<file path="config.mk">
export PLATFORM = sky130hd
export DESIGN_NAME = half_sub_311
export DESIGN_NICKNAME = d
export VERILOG_FILES = /design/src/rtl/half_sub_311.sv
export SDC_FILE = /design/constraint.sdc
export NUM_CORES = 1
export LEC_CHECK = 0
export CAP_MARGIN = 10
export CORE_AREA = 2 2 39 41
export CTS_CLUSTER_SIZE = 25
export DETAILED_ROUTE_END_ITERATION = 8
export DIE_AREA = 0 0 41 43
export GPL_TIMING_DRIVEN = 0
export PLACE_DENSITY = 0.67
export SLEW_MARGIN = 0
export SYNTH_ARGS = -nofsm -noshare
export SYNTH_HDL_FRONTEND = slang
export SYNTH_SLANG_ARGS = --single-unit
</file>
<file path="constraint.sdc">
create_clock -name clk -period 1.56 [get_ports clk]
set_input_delay 0.312 -clock clk [delete_from_list [all_inputs] [get_ports clk]]
set_output_delay 0.312 -clock clk [all_outputs]
set_load 0.02 [all_outputs]
</file>
<file path="src/rtl/half_sub_311.sv">
// half_sub_311: registered 1-bit half subtractor with valid qualifier and saturating borrow counter
module half_sub_311 #(
   parameter int CNT_W = 8
) (
   input  logic             clk,
   input  logic             rst,
   input  logic             in_valid,
   input  logic             x_311,
   input  logic             y_311,
   output logic             d_311,
   output logic             b_311,
   output logic             out_valid,
   output logic [CNT_W-1:0] borrow_cnt
);
   logic d_q, d_d, b_q, b_d, v_q, v_d;
   logic [CNT_W-1:0] cnt_q, cnt_d;
   always_comb begin
      d_d   = in_valid ? x_311 ^ y_311 : d_q;
      b_d   = in_valid ? ~x_311 & y_311 : b_q;
      v_d   = in_valid;
      cnt_d = (in_valid && !x_311 && y_311 && !(&cnt_q)) ? cnt_q + 1'b1 : cnt_q;
   end
   always_ff @(posedge clk) begin
      if (rst) begin
         d_q   <= 1'b0;
         b_q   <= 1'b0;
         v_q   <= 1'b0;
         cnt_q <= '0;
      end else begin
         d_q   <= d_d;
         b_q   <= b_d;
         v_q   <= v_d;
         cnt_q <= cnt_d;
      end
   end
   assign d_311      = d_q;
   assign b_311      = b_q;
   assign out_valid  = v_q;
   assign borrow_cnt = cnt_q;
endmodule

</file>
==> impl_metrics.csv <==
group,metric,value,unit
drt,routed_wl,1090,um
min_path,min-delay-path-class,"in -> reg",
global_route,antenna_found_initial,0,
worst_setup_path,path_cells,"clkdlybuf4s50_1",
placed_design,dpl_cell_area,672,sq um
worst_setup_path,cp_slowest_stage_delay,0.60,ns
power,clock_power_share,36.3,%
drt,antenna_left,0,
yosys,synth.distinct_cells,22,
floorplanning,fp-row-count,14,
sta,finalHoldViolCount,0,
sta,finalClockSkew,0.00352,ns
placed_design,place_congestion,0.752,
clock_tree,clk_pin_slew,0.07,ns
yosys,yosys_warnings,0,
worst_setup_path,cp_slowest_cell,"clkdlybuf4s50_1",
floorplanning,die_h,43,um
yosys,synth_fp_nets,63,
floorplanning,die_w,41,um
drt,vias,508,
global_route,grt_pass1_vias,399,
clock_tree,h-tree-depth,1,
sta,tightest_slew,0.439,ns
global_route,grt_usage,13.8,%
global_route,grt_max_degree,11,
worst_setup_path,timing.rr.end,"borrow_cnt[1]$_SDFFE_PP0P_",
global_route,grt_pass1_wl,1680,um
sta,fin_tns_setup,0,ns
worst_setup_path,r2r_cells,5,
min_path,holdPathStages,2,
drt,avgViaCountPerCell,5.58,
clock_tree,clock_latency,0.27,ns
final_layout,n_antenna_cell,0,
sta,finalSetupViolCount,0,
yosys,avgSynthCellArea,8.96,sq um
worst_setup_path,path_buf_inv,1,
power,vdd_ir_drop_max,0.311,mV
sta,fin_ws,0.0426,ns
power,p_sw_share,23.6,%
sta,relSlewSlack,70.7,%
power,sequentialPowerShare,53.9,%
flow_run,cap_violations,0,
power,power.switching,0.000128,W
final_layout,area_growth,39.9,%
final_layout,fin_nets,83,
worst_setup_path,end_kind,"primary output",
min_path,hold_end,"d_311$_SDFFE_PP0P_",
worst_setup_path,critPathRequiredTime,1.25,ns
yosys,synth_area,502,sq um
placed_design,hpwl,733,um
worst_setup_path,start_kind,"flop",
sta,period_minus_slack,1.52,ns
sta,timing.hold.ws,0.351,ns
clock_tree,post_cts_buffers,0,
placed_design,portBuffers,15,
global_route,grt_overflow_total,0,
worst_setup_path,r2r_setup_slack,0.08,ns
drt,drt_pass1_iterations,4,
clock_tree,cts-root-buf,"clkbuf_4",
floorplanning,die-area,0.00176,sq mm
clock_tree,clock_path_buffers,2,
final_layout,final_design_area_no_fill,702,sq um
power,power_density,771,mW/mm^2
final_layout,fin_util,50.7,%
worst_setup_path,cp.arrival,1.21,ns
yosys,yosys_register_bits,11,
sta,fmax,659,MHz
outcome,status,"finished, final reports clean",
floorplanning,initial_core_util,36.3,%
clock_tree,cts_buffers,3,
yosys,yosysSeqAreaShare,43.9,%
floorplanning,ios,16,
worst_setup_path,crit_family,"buffers and inverters",
worst_setup_path,rr_startpoint,"borrow_cnt[0]$_SDFFE_PP0P_",
sta,slew_violations,0,
power,internal_power,0.000413,W
sta,period_share,97.3,%
yosys,syn_inst,56,
clock_tree,cts_sinks,11,
worst_setup_path,path_max_fanout,2,
min_path,hold_start,"in_valid",
worst_setup_path,crit_type,"reg -> out",
final_layout,final_layout_size_suffix_gt1_share,10.7,%
floorplanning,core_area,0.00138,sq mm
sta,rsz0062_at_grt,"yes",
clock_tree,cts_tree,"built",
placed_design,dp_worst_setup_slack,-0.271,ns
drt,drc,0,
drt,drtIter0Drc,4,
power,p_leak,0.297,nW
power,comb_power_share,9.8,%
drt,wire_per_inst,12.0,um
-- layout by cell type, fill, tap and decap left out, types with 2 or more instances in the layout --
cell type         n
nor2_1            6
and3_1            2
a311oi_1          2
nor3_1            3
a31oi_1           3
nand4_1           2
clkbuf_4          3
nand2_1           3
clkdlybuf4s50_1   6
clkbuf_1          2
dlygate4sd2_1     8
nand3_1           2
a21oi_1           4
a211oi_1          3
dfxtp_1          11
mux2i_1           2
-- registers in the layout, indices dropped and copies added, names as in the netlist --
| signal | count |
|---|---|
| borrow_cnt | 8 |
| d_311 | 1 |
| b_311 | 1 |
| out_valid | 1 |
-- cell usage after synthesis, drive strengths merged --
cell    count  area share [%]
inv         1            0.75
mux2i       2             4.0
clkbuf      1            0.75
a31oi       3             3.7
a311oi      2             3.5
a211oi      4             6.0
o21ai       2             2.0
buf         1             1.5
nand2b      1             1.2
nand4       2             2.5
and3b       1             1.7
nand2       3             2.2
and4        1             2.2
a21oi       4             4.0
and3        2             2.5
nor2        6             4.5
nor3        3             3.0
ha          2             5.0
nor2b       1             1.2
dfxtp      11              44
nand3       2             2.0
xor2        1             1.7
-- routing by layer --
metal / GRT usage, % / vias up / routed length [um]
li1: - / 252 / -
met4: 8.00 / 0 / 22
met5: 0 / - / 0
met3: 3.14 / 4 / 38
met2: 17.8 / 11 / 507
met1: 20.1 / 241 / 523
-- stage by stage --
step           power (W)  std cells
2_1_floorplan   0.000324         56
3_3_place_gp    0.000351         87
3_5_place_dp    0.000352         87
4_1_cts         0.000545         91
5_1_grt         0.000569         91
6_report        0.000541         91
-- worst max-delay path by stage --
stage | from | endpoint | slack [ns] | cells past startpoint
floorplan | borrow_cnt[0]$_SDFFE_PP0P_ | borrow_cnt[1]$_SDFFE_PP0P_ | 0.05 | 5
global placement | in_valid | borrow_cnt[5]$_SDFFE_PP0P_ | -0.27 | 6
detailed placement | in_valid | borrow_cnt[7]$_SDFFE_PP0P_ | -0.27 | 6
CTS | in_valid | borrow_cnt[7]$_SDFFE_PP0P_ | 0.008 | 6
global route | borrow_cnt[0]$_SDFFE_PP0P_ | borrow_cnt[1]$_SDFFE_PP0P_ | -0.04 | 5
finish | b_311$_SDFFE_PP0P_ | b_311 | 0.04 | 1
-- power by group through the flow --
| stage | Combinational [W] | Clock, W | Sequential, W |
|---|---|---|---|
| after global placement | 0.0000535 | 0 | 0.000298 |
| after global routing | 0.0000573 | 0.000219 | 0.000292 |
| final | 0.0000530 | 0.000197 | 0.000292 |
| after floorplan | 0.0000179 | 0 | 0.000306 |
| after CTS | 0.0000531 | 0.000200 | 0.000291 |
| after detailed placement | 0.0000538 | 0 | 0.000298 |
-- cell type report --
cell class	count	area, sq um
flip-flops and latches	11	220
clock buffers	4	26.3
plain buffers	2	11.3
fillers	136	682
well taps	16	20.0
multi-input cells	42	278
repair buffers	15	143
inverters	1	3.75
-- logic make-up (layout without fill, tap and decap cells) --
family,Yosys count,in the layout,synth area share (%)
XOR/XNOR,1,1,1.75
adder cells (fa/ha/maj),2,2,4.99
buffers and inverters,3,22,2.99
multiplexers,2,2,3.99
AND/OR/NAND/NOR,22,22,23.2
flip-flops,11,11,43.9
AO/OA/AOI/OAI,15,15,19.2
-- repair_timing --
| action | in CTS | in global routing |
|---|---|---|
| hold buffers | 0 | 0 |
| endpoints found under the setup margin | 9 | 4 |
| cloned | 0 | 0 |
| resized for setup | 9 | 3 |
No activity file was read; power rests on OpenSTA's default activity.
